### config.mk
export PLATFORM = sky130hd
export DESIGN_NAME = fifo_wr_arbiter
export DESIGN_NICKNAME = d
export VERILOG_FILES = /design/src/rtl/fifo_pkg.sv /design/src/rtl/fifo_wr_arbiter_rr_select.sv /design/src/rtl/fifo_wr_arbiter.sv
export SDC_FILE = /design/constraint.sdc
export NUM_CORES = 1
export LEC_CHECK = 0
export ABC_CLOCK_PERIOD_IN_PS = 2700
export CAP_MARGIN = 40
export CORE_MARGIN = 5
export CORE_UTILIZATION = 25
export DETAILED_ROUTE_END_ITERATION = 16
export SETUP_SLACK_MARGIN = 0.2
export SYNTH_ARGS = -nofsm -noshare
export SYNTH_HDL_FRONTEND = slang
export SYNTH_HIERARCHICAL = 1
export SYNTH_SLANG_ARGS = --single-unit
### constraint.sdc
create_clock -name clk_i -period 2.7 [get_ports clk_i]
set_clock_uncertainty 0.05 [all_clocks]
set_input_delay 0.81 -clock clk_i [delete_from_list [all_inputs] [get_ports clk_i]]
set_output_delay 0.81 -clock clk_i [all_outputs]
set_load 0.02 [all_outputs]
### src/rtl/fifo_pkg.sv
// Shared definitions for the FIFO write arbiter.
//   arb_state_e    : arbiter FSM encoding (IDLE=0, LOCKED=1)
//   DEF_NUM_REQ    : default number of write requesters
//   DEF_WIDTH      : default data width (FIFO write port width)
//   DEF_MAX_BURST  : default maximum beats per grant before forced release
package fifo_pkg;

  typedef enum logic {
    ST_IDLE   = 1'b0,
    ST_LOCKED = 1'b1
  } arb_state_e;

  localparam int DEF_NUM_REQ   = 4;
  localparam int DEF_WIDTH     = 8;
  localparam int DEF_MAX_BURST = 16;

endpackage

### src/rtl/fifo_wr_arbiter_rr_select.sv
// rr_select: combinational round-robin pick.
// Finds the first set bit of req_i at or after ptr_i, wrapping modulo NUM_REQ.
//   req_i    : request vector
//   ptr_i    : starting position of the search
//   onehot_o : one-hot of the chosen requester (zero when none)
//   idx_o    : binary index of the chosen requester (zero when none)
//   any_o    : at least one request is set
module rr_select
  import fifo_pkg::*;
#(
  parameter int NUM_REQ = DEF_NUM_REQ,
  parameter int IDW     = $clog2(NUM_REQ)
) (
  input  logic [NUM_REQ-1:0] req_i,
  input  logic [IDW-1:0]     ptr_i,
  output logic [NUM_REQ-1:0] onehot_o,
  output logic [IDW-1:0]     idx_o,
  output logic               any_o
);

  // Walk offsets from farthest to nearest so the nearest hit overwrites.
  always_comb begin
    int       pos;
    logic [IDW-1:0] pos_idx;
    onehot_o = '0;
    idx_o    = '0;
    any_o    = 1'b0;
    pos      = 0;
    pos_idx  = '0;
    for (int i = NUM_REQ - 1; i >= 0; i--) begin
      pos = int'(ptr_i) + i;
      if (pos >= NUM_REQ) pos = pos - NUM_REQ;
      pos_idx = IDW'(pos);
      if (req_i[pos_idx]) begin
        onehot_o          = '0;
        onehot_o[pos_idx] = 1'b1;
        idx_o             = pos_idx;
        any_o             = 1'b1;
      end
    end
  end

endmodule

### src/rtl/fifo_wr_arbiter.sv
// fifo_wr_arbiter: round-robin arbiter letting NUM_REQ burst writers share
// one FIFO write port. A grant is held for a whole burst (until last, or a
// forced release after MAX_BURST beats). Data is passed straight through.
//   clk_i, clr_i  : clock, async active-high reset
//   req_valid_i   : per-requester beat valid
//   req_data_i    : flattened data, requester k at [k*WIDTH +: WIDTH]
//   req_last_i    : per-requester last beat of burst
//   req_ready_o   : per-requester beat accept
//   fifo_full_i   : FIFO full
//   fifo_wr_en_o  : FIFO write enable
//   fifo_wdata_o  : FIFO write data (zero when not writing)
//   grant_o       : one-hot current grant, zero when idle
//   grant_id_o    : binary index of current grant
//   overrun_o     : one-cycle pulse after a forced release
//
// state  | meaning
// IDLE   | no owner; arbitrate among valid requesters, grant on next edge
// LOCKED | grant_id_q owns the FIFO until last or MAX_BURST beats
module fifo_wr_arbiter
  import fifo_pkg::*;
#(
  parameter  int NUM_REQ   = DEF_NUM_REQ,
  parameter  int WIDTH     = DEF_WIDTH,
  parameter  int MAX_BURST = DEF_MAX_BURST,
  localparam int IDW       = $clog2(NUM_REQ),
  localparam int CW        = $clog2(MAX_BURST + 1)
) (
  input  logic                     clk_i,
  input  logic                     clr_i,
  input  logic [NUM_REQ-1:0]       req_valid_i,
  input  logic [NUM_REQ*WIDTH-1:0] req_data_i,
  input  logic [NUM_REQ-1:0]       req_last_i,
  output logic [NUM_REQ-1:0]       req_ready_o,
  input  logic                     fifo_full_i,
  output logic                     fifo_wr_en_o,
  output logic [WIDTH-1:0]         fifo_wdata_o,
  output logic [NUM_REQ-1:0]       grant_o,
  output logic [IDW-1:0]           grant_id_o,
  output logic                     overrun_o
);

  arb_state_e         state_q, state_d;
  logic [IDW-1:0]     rr_ptr_q, rr_ptr_d;
  logic [CW-1:0]      cnt_q, cnt_d;
  logic [NUM_REQ-1:0] grant_q, grant_d;
  logic [IDW-1:0]     grant_id_q, grant_id_d;
  logic               overrun_q, overrun_d;

  logic [NUM_REQ-1:0] sel_onehot;
  logic [IDW-1:0]     sel_idx;
  logic               sel_any;
  logic               locked;
  logic               beat;
  logic [CW-1:0]      cnt_next;
  logic [IDW-1:0]     ptr_after;

  rr_select #(
    .NUM_REQ (NUM_REQ),
    .IDW     (IDW)
  ) u_rr_select (
    .req_i    (req_valid_i),
    .ptr_i    (rr_ptr_q),
    .onehot_o (sel_onehot),
    .idx_o    (sel_idx),
    .any_o    (sel_any)
  );

  assign locked = (state_q == ST_LOCKED);

  // Write path is pure pass-through of the owner; grant_q is already one-hot.
  always_comb begin
    beat         = locked & req_valid_i[grant_id_q] & ~fifo_full_i;
    req_ready_o  = (locked && !fifo_full_i) ? grant_q : '0;
    fifo_wr_en_o = beat;
    fifo_wdata_o = beat ? req_data_i[grant_id_q*WIDTH +: WIDTH] : '0;
  end

  assign cnt_next  = cnt_q + CW'(1);
  assign ptr_after = (grant_id_q == IDW'(NUM_REQ - 1)) ? '0 : grant_id_q + IDW'(1);

  always_comb begin
    state_d    = state_q;
    rr_ptr_d   = rr_ptr_q;
    cnt_d      = cnt_q;
    grant_d    = grant_q;
    grant_id_d = grant_id_q;
    overrun_d  = 1'b0;
    case (state_q)
      ST_IDLE: begin
        if (sel_any) begin
          state_d    = ST_LOCKED;
          grant_d    = sel_onehot;
          grant_id_d = sel_idx;
          cnt_d      = '0;
        end
      end
      ST_LOCKED: begin
        if (beat) begin
          if (req_last_i[grant_id_q] || (cnt_next == CW'(MAX_BURST))) begin
            state_d    = ST_IDLE;
            rr_ptr_d   = ptr_after;
            grant_d    = '0;
            grant_id_d = '0;
            cnt_d      = '0;
            // A last beat landing exactly on the limit is a normal release.
            overrun_d  = ~req_last_i[grant_id_q];
          end else begin
            cnt_d = cnt_next;
          end
        end
      end
      default: state_d = ST_IDLE;
    endcase
  end

  always_ff @(posedge clk_i or posedge clr_i) begin
    if (clr_i) begin
      state_q    <= ST_IDLE;
      rr_ptr_q   <= '0;
      cnt_q      <= '0;
      grant_q    <= '0;
      grant_id_q <= '0;
      overrun_q  <= 1'b0;
    end else begin
      state_q    <= state_d;
      rr_ptr_q   <= rr_ptr_d;
      cnt_q      <= cnt_d;
      grant_q    <= grant_d;
      grant_id_q <= grant_id_d;
      overrun_q  <= overrun_d;
    end
  end

  assign grant_o    = grant_q;
  assign grant_id_o = grant_id_q;
  assign overrun_o  = overrun_q;

endmodule
======== Yosys cells after proc, flatten, opt, wreduce, memory -nomap -nowiden ========
Index checks and enable logic that the tools add are counted.
word-level totals
  bits in registers ....................... 15
  bits in latches ......................... 0
  RAM bits ................................ 0
  bits in read-only memories .............. 0
  bits of input ports ..................... 43
  output and inout bits ................... 20
  word-level logic and storage cells ...... 107
  memories ................................ 0
cells by class
  add/sub/neg operators ................... 9
  multiply operators ...................... 0
  divide/modulo/power cells ............... 0
  $lt $le $gt $ge ......................... 13
  equal/unequal tests ..................... 5
  shifts and indexed selects .............. 1
  mux-type cells .......................... 58
  bitwise operators ....................... 5
  reduce and logical (&&, ||, !) cells .... 10
operator list
  operator               number
  $mux W4                8
  $shiftx A32 B6 Y8      1
  $mux W2                12
  $mux W1                20
  $lt A2 B3 Y1 const B   5
  $mux W5                3
  $bmux W1 S2            6
  $pmux W5 S2            1
  $ge A3 B3 Y1 const B   3
  $demux W1 S2           4
  $ge A2 B1 Y1 const B   4
  $mux W8                1
  $pmux W4 S2            1
  $sub A2 B1 Y2 const B  4
  $add A2 B2 Y3 const B  2
  $reduce_and A3 Y1      2
  $add A5 B1 Y5 const B  1
  $eq A5 B5 Y1 const B   1
  $logic_and A1 B1 Y1    5
  $ne A2 B2 Y1 const B   2
  $pmux W2 S2            1
  $add A2 B1 Y3 const B  1
  $ge A2 B3 Y1 const B   1
  $not A1 Y1             3
  8 further kinds        9

======== Depth between registers and ports, before layout ========
Gate-level depths: netlist of the first run.
  depth in word-level cells ............... 13
  mapped depth ............................ 9
  gate-level depth less buffers ........... 8

======== Hierarchy ========
Netlist of the first run, hierarchy kept.
by module, submodules not included
  module           instances  cells each  area each (um^2)  seq. area each (um^2)
  fifo_wr_arbiter  1          101         1,057.3           375.4
  rr_select        1          85          683.2             0.0

======== Least setup slack after synthesis of the first run ========
OpenSTA, ideal clock, no wires.
  kind .................................... register to output
  start point ............................. reg grant_id_q[0], in the netlist grant_id_o[0]
  end point ............................... out fifo_wdata_o[0]
  arrival time ............................ 1,615 ps
  data required time ...................... 1,840 ps
  setup slack ............................. 225 ps
  cell stages (with the launch flop) ...... 4
  buffers on the path ..................... 1
  path through ............................ dfrtp_1 > buf_2 > mux4_2 > and3_1
between the ends
  longest elaborated chain between the ends .. 5
  elaborated cells between the ends (all ways) .. 6
  classes of those cells .................. shift (1); mux (3); bitwise (2)
RTL lines
  item                                                       line                    source
  from (decl)                                                fifo_wr_arbiter.sv:46   logic [IDW-1:0] grant_id_q, grant_id_d;
  from (signal assigned)                                     fifo_wr_arbiter.sv:129  grant_id_q <= grant_id_d;
  branches (longest 4 deep; another with $shiftx A32 B6 Y8)  -
  $mux W8 (*)                                                fifo_wr_arbiter.sv:75   fifo_wdata_o = beat ? req_data_i[grant_id_q*WIDTH +: WIDTH] : '0;
  to (decl)                                                  fifo_wr_arbiter.sv:36   output logic [WIDTH-1:0] fifo_wdata_o,
Every way passes the cells marked *. The select of a mux whose other input is x is not followed.

======== Worst setup path after layout of the first run ========
  start point ............................. in req_valid_i[3]
  end point ............................... out fifo_wdata_o[0]
between the ends
  longest elaborated chain between the ends .. 5
RTL lines
  item                           line                   source
  from (decl)                    fifo_wr_arbiter.sv:30  input logic [NUM_REQ-1:0] req_valid_i,
  $bmux W1 S2                    fifo_wr_arbiter.sv:72  beat = locked & req_valid_i[grant_id_q] & ~fifo_full_i;
  $mux W1 (implied by the code)  fifo_wr_arbiter.sv:72
  $and A1 B1 Y1 (2 in a row)     fifo_wr_arbiter.sv:72
  $mux W8                        fifo_wr_arbiter.sv:75
No other way between the ends. The select of a mux whose other input is x is not followed.

==> results of run 1 <==
==> cell type report <==
type / count / area, µm²
multi-input combinational: 152 / 1320
clock buffer: 4 / 45.0
sequential: 15 / 375
timing repair buffer: 85 / 820
fill: 691 / 4080
inverter: 9 / 33.8
tap: 96 / 120
==> sequential cells by signal, indices dropped and copies added, names as in the netlist <==
name	cells
cnt_q	5
grant_o	4
grant_id_o	2
rr_ptr_q	2
locked	1
overrun_o	1
==> metal layers <==
layer / part of all wire / track usage
met4: 0.0054 / 0.0342
met1: 0.44 / 0.142
met5: 0 / 0
met2: 0.54 / 0.220
met3: 0.021 / 0.0105
==> cells by family (layout without fill, tap and decap cells) <==
logic type      count (synthesis)  count (layout)  share of synthesized area
simple gates                   80              80                      0.234
compound gates                 38              38                      0.175
mux                            23              24                      0.237
buf+inv                        20              98                     0.0676
flops                          15              15                      0.216
fa+ha+maj                      10              10                     0.0719
==> stage by stage <==
stage / cell area, µm² / utilization
6_report: 2720 / 0.400
5_1_grt: 2720 / 0.400
4_1_cts: 2680 / 0.394
3_5_place_dp: 2570 / 0.379
3_3_place_gp: 2570 / 0.379
2_1_floorplan: 1740 / -
==> tightest hold or removal path: stages (launching register included) <==
cell and delay, ns:
dfrtp_1 0.39, nand2_1 0.06, o21ai_0 0.06
==> placed cells by master, fill, tap and decap left out, types with 2 or more instances in the layout <==
| master | netlist | layout |
|---|---|---|
| buf_6 | 5 | 18 |
| clkbuf_8 | 0 | 3 |
| clkdlybuf4s50_1 | 0 | 12 |
| o221ai_1 | 2 | 2 |
| a41oi_2 | 4 | 4 |
| a31oi_1 | 4 | 4 |
| mux2_4 | 4 | 4 |
| and2_4 | 1 | 5 |
| ha_1 | 10 | 10 |
| o211ai_1 | 4 | 4 |
| and3_4 | 0 | 8 |
| o21ai_0 | 10 | 10 |
| nor2_2 | 2 | 2 |
| a21o_1 | 2 | 2 |
| inv_1 | 8 | 8 |
| clkdlybuf4s15_1 | 0 | 18 |
| nand2_1 | 21 | 21 |
| nor3b_1 | 2 | 2 |
| mux4_2 | 11 | 12 |
| mux2i_2 | 2 | 2 |
| mux2i_1 | 2 | 2 |
| buf_4 | 0 | 20 |
| a21oi_1 | 3 | 3 |
| mux2_2 | 3 | 3 |
| dlygate4sd2_1 | 0 | 15 |
| nor2_1 | 19 | 19 |
| nand2b_1 | 6 | 6 |
| nand2_4 | 2 | 2 |
| dfrtp_1 | 15 | 15 |
| nand3_1 | 9 | 9 |
==> path summary, 6_finish.rpt <==
check	from	endpoint	slack [ns]	cells past startpoint
min in group asynchronous	clr_i	cnt_q[2]	0.88	2
worst max-delay path	req_valid_i[3]	fifo_wdata_o[0]	0.04	4
max in group asynchronous	clr_i	rr_ptr_q[0]	1.33	2
worst min-delay path	grant_o[0]	grant_o[0]	0.49	2
worst max register to register	rr_ptr_q[0]	grant_o[1]	0.62	7
worst min register to register	grant_o[0]	grant_o[0]	0.49	2
==> power by group <==
part	switching (mW)	leakage, nW	internal [mW]
registers	0.0664	0.194	0.289
clock network	0.0765	0.0228	0.104
logic	0.784	0.933	0.805
==> what timing repair did <==
action / CTS / global route
pin swaps: 10 / 6
resized for setup: 148 / 19
endpoints found under the hold margin: 0 / 0
setup endpoints to repair: 17 / 12
gates cloned: 2 / 0
==> run summary, run 1 <==
IO buf count - 62
Worst Path Required - 1.84 ns
Worst vdd ir - 387 µV
Max Clock Freq - 0.376 GHz
Initial DRT Pass Iterations - 4
Core box area - 0.00679 mm²
Post-synthesis sequential area ratio - 0.216
Share of layout cells above drive strength 1 - 0.343
DP Worst Slack - -0.775 ns
Total setup buffers inserted after CTS - 0
Post-detail-place hpwl - 3920 µm
Routability cong. - 0.807
Residual DRC count - 0
Die height - 93.4 µm
Clock transition at the registers of the reported paths - 0.06 ns
Setup-failing EPs final - 0
Critical path, cell by cell - buf_8 -> mux4_2 -> and3_4 -> buf_6
Inserted Diodes - 0
Critical-path top delay cell - mux4_2
#FFs+latches synth - 15
Dominant cell type by area after synthesis - dfrtp_1
CTS Buffer Depth - 2
HP Class - flop to flop
Cts hold-fix bufs - 0
Worst path buffer plus inverter count - 2
Cell family with most CP delay - multiplexers
List of most frequent post-synthesis cells - nand2_1 (21), nor2_1 (19), dfrtp_1 (15)
Mapped Cells - 186
Synth Net Count - 239
Crit start category - input port
Area grow syn2layout - 56.1%
Initial Util - 0.256
Non-filler cells in the finished layout - 361
Slowest stage delay, CP - 0.55 ns
Die ar. - 0.00873 mm²
Critical path arrival - 1.80 ns
Ys flop type - dfrtp_1
Worst-margin pin slew - 0.597 ns
Pin count of the biggest net entering global routing - 19
Area contributors post-synth - dfrtp_1 (22%), mux4_2 (14%), ha_1 (7.2%)
Total power - 2.13 mW
Gr usage total - 0.118
Initial antenna violation count - 0
Final wirelength - 5010 µm
Via-to-Cell Ratio - 4.66
Vias in the first global route - 1,840
Clk sinks - 15
Fin nets - 319
Post-DRT Antenna Nets - 0
Crit path capture type - output pin
H-tree depth - 1
Io pins - 63
Slew headroom - 0.602
Root Buffer - clkbuf_8
Status - finished, final reports clean
Crit Path Category - input port to output pin
Synth unique cells - 44
Mean Syn Cell Area - 9.36 µm²
Number of max-cap violations - 0
Ys async rst share - 1.00
Global-route wire length before repair - 8480 µm
Initial drt markers - 88
Top-count cell post-synth - nand2_1
Final Max Tran Viols - 0
Setup TNS Final - 0 ns
Wirelength per Cell - 13.9 µm
Die X - 93.4 µm
Period minus WS final - 2.66 ns
CTS buffer count - 3
DP Cell Count - 355
Ys Warns - 6
Clock latency on the worst-skew pair - 0.24 ns
CTS tree - built
Hold Violations, Final - 0
PD cells - 782 mW/mm²
Post-synth top area share - 0.216
Gr ovfl total - 0
Final worst path period share - 0.985
Final worst setup slack - 0.0413 ns
Crit Path Max Fanout - 4
Static leakage - 1.15 nW
FP Rows - 30
Mapped Area - 0.00174 mm²
Hold_ws - 0.495 ns
RSZ-0062 raised after global routing - true
EDFF count, synth - 0
Vias - 1,683
(Power assumes the default switching activity.)
==> inputs of run 2 (changes only) <==
--- a/config.mk
+++ b/config.mk
@@ -9,6 +9,7 @@
 export CAP_MARGIN = 40
 export CORE_MARGIN = 5
 export CORE_UTILIZATION = 25
+export CTS_BUF_LIST = sky130_fd_sc_hd__clkbuf_4
 export DETAILED_ROUTE_END_ITERATION = 16
 export SETUP_SLACK_MARGIN = 0.2
 export SYNTH_ARGS = -nofsm -noshare
==> run summary, run 2 (synthesis results as in run 1) <==
Crit start category - input port
Most frequent cells in the layout - nand2_1 (21), buf_4 (20), nor2_1 (19), dlygate4sd2_1 (19), buf_6 (18)
Setup TNS Final - 0 ns (unchanged)
Crit path capture type - output pin
Hold Violations, Final - 0 (unchanged)
Clock transition at the registers of the reported paths - 0.09 ns (+0.03 ns)
Gr usage total - 0.118 (+0.000506)
Total setup buffers inserted after CTS - 0 (unchanged)
Root Buffer - clkbuf_4
Initial drt markers - 94 (+6.8%)
Wirelength per Cell - 13.8 µm (-0.38%)
Clock latency on the worst-skew pair - 0.28 ns (+0.04 ns)
Total power - 2.08 mW (-1.9%)
CTS Buffer Depth - 2 (unchanged)
Routability cong. - 0.807 (unchanged)
Critical path arrival - 1.80 ns (about the same)
Area grow syn2layout - 55.0%
IO buf count - 62 (unchanged)
Number of max-cap violations - 0 (unchanged)
H-tree depth - 1 (unchanged)
Die ar. - 0.00873 mm² (unchanged)
Io pins - 63 (unchanged)
Period minus WS final - 2.66 ns (+0.00366 ns)
Final Max Tran Viols - 0 (unchanged)
Clk sinks - 15 (unchanged)
Inserted Diodes - 0 (unchanged)
Placed Area - 0.00257 mm² (unchanged)
Core box area - 0.00679 mm² (unchanged)
Fin nets - 319 (unchanged)
Initial DRT Pass Iterations - 4 (unchanged)
Crit Path Max Fanout - 5 (+1)
Die X - 93.4 µm (unchanged)
Pin count of the biggest net entering global routing - 19 (unchanged)
Initial Util - 0.256 (unchanged)
Worst-margin pin slew - 0.596 ns (-0.00136 ns)
Initial antenna violation count - 0 (unchanged)
Share of layout cells above drive strength 1 - 0.351 (+0.00755)
PD cells - 773 mW/mm² (-1.3%)
Status - finished, final reports clean
Worst Path Required - 1.84 ns (about the same)
Max Clock Freq - 0.376 GHz (-0.14%)
Slew headroom - 0.603 (+0.000911)
Most common cell after layout, fill and taps aside - nand2_1
Layout fillers - 694 (+0.43%)
Post-DRT Antenna Nets - 0 (unchanged)
RSZ-0062 raised after global routing - true
Final wirelength - 4990 µm (-0.38%)
Gr ovfl total - 0 (unchanged)
HP Class - flop to flop
Cts hold-fix bufs - 0 (unchanged)
Vias - 1,694 (+0.65%)
Setup-failing EPs final - 0 (unchanged)
Residual DRC count - 0 (unchanged)
Static leakage - 1.15 nW (-0.25%)
CTS buffer count - 3 (unchanged)
Global-route wire length before repair - 8490 µm (+0.15%)
Max reg flops - 5 (unchanged)
Final worst path period share - 0.986 (+0.00136)
Post-detail-place hpwl - 3920 µm (unchanged)
Final Cell Area - 0.00270 mm² (-0.69%)
Via-to-Cell Ratio - 4.69 (+0.65%)
Crit Path Category - input port to output pin
CTS tree - built
Register name with the most flops - cnt_q
Die height - 93.4 µm (unchanged)
Worst vdd ir - 364 µV (-6.1%)
FP Rows - 30 (unchanged)
Vias in the first global route - 1,842 (+0.11%)
-- run 2: repair_timing --
| item | 4_1_cts | 5_1_grt |
|---|---|---|
| gates cloned | 2 | 0 |
| pin swaps | 10 | 3 |
| resized for setup | 148 | 16 |
| endpoints found under the setup margin | 13 | 12 |
-- run 2: metrics by stage --
| stage | hold WS, ns | instances | util | setup slack, ns |
|---|---|---|---|---|
| 2_1_floorplan | 0.444 | 186 | - | 0.225 |
| 3_3_place_gp | 0.488 | 355 | 0.379 | -0.772 |
| 3_5_place_dp | 0.482 | 355 | 0.379 | -0.775 |
| 4_1_cts | 0.500 | 361 | 0.392 | 0.0358 |
| 5_1_grt | 0.550 | 361 | 0.397 | 0.0172 |
| 6_report | 0.499 | 361 | 0.397 | 0.0376 |
-- run 2: report_power, final --
part / internal [mW] / switching, mW / total [mW] / leakage (nW)
clock network: 0.0673 / 0.0724 / 0.140 / 0.0184
registers: 0.290 / 0.0662 / 0.356 / 0.193
logic: 0.805 / 0.784 / 1.59 / 0.936
total: 1.16 / 0.922 / 2.08 / 1.15
-- run 2: area by class of cell --
class	count	area, µm²	area share
multi-input cells	152	1320	0.490
flip-flops and latches	15	377	0.140
well taps	96	120	0.0445
repair buffers	85	815	0.302
clock buffers	4	30.0	0.0111
inverters	9	33.8	0.0125
-- run 2: critical path, cell delays in order --
cell and delay [ns]:
buf_8 0.10, mux4_2 0.55, and3_4 0.22, buf_6 0.12
-- run 2: path summary, 6_finish.rpt --
path | startpoint | to | slack, ns | cells after the start
max | req_valid_i[3] | fifo_wdata_o[1] | 0.04 | 4
min | grant_o[0] | grant_o[0] | 0.50 | 2
max reg2reg | rr_ptr_q[0] | grant_o[1] | 0.62 | 7
min reg2reg | grant_o[0] | grant_o[0] | 0.50 | 2
max in group asynchronous | clr_i | grant_id_o[0] | 1.34 | 2
min in group asynchronous | clr_i | cnt_q[3] | 0.83 | 2
-- run 2: routing by layer --
metal	vias to the layer above	part of all wire	track usage
met3	4	0.024	0.0105
li1	858	-	-
met1	805	0.42	0.141
met2	27	0.54	0.221
met5	-	0	0
met4	0	0.0082	0.0379
==> inputs of run 3 (changes only) <==
--- a/config.mk
+++ b/config.mk
@@ -12,6 +12,7 @@
 export CTS_BUF_LIST = sky130_fd_sc_hd__clkbuf_4
 export DETAILED_ROUTE_END_ITERATION = 16
 export SETUP_SLACK_MARGIN = 0.2
+export SKIP_LAST_GASP = 1
 export SYNTH_ARGS = -nofsm -noshare
 export SYNTH_HDL_FRONTEND = slang
 export SYNTH_HIERARCHICAL = 1
==> results of run 3 <==
Final layout, timing and power as in run 2 (identical DEF).
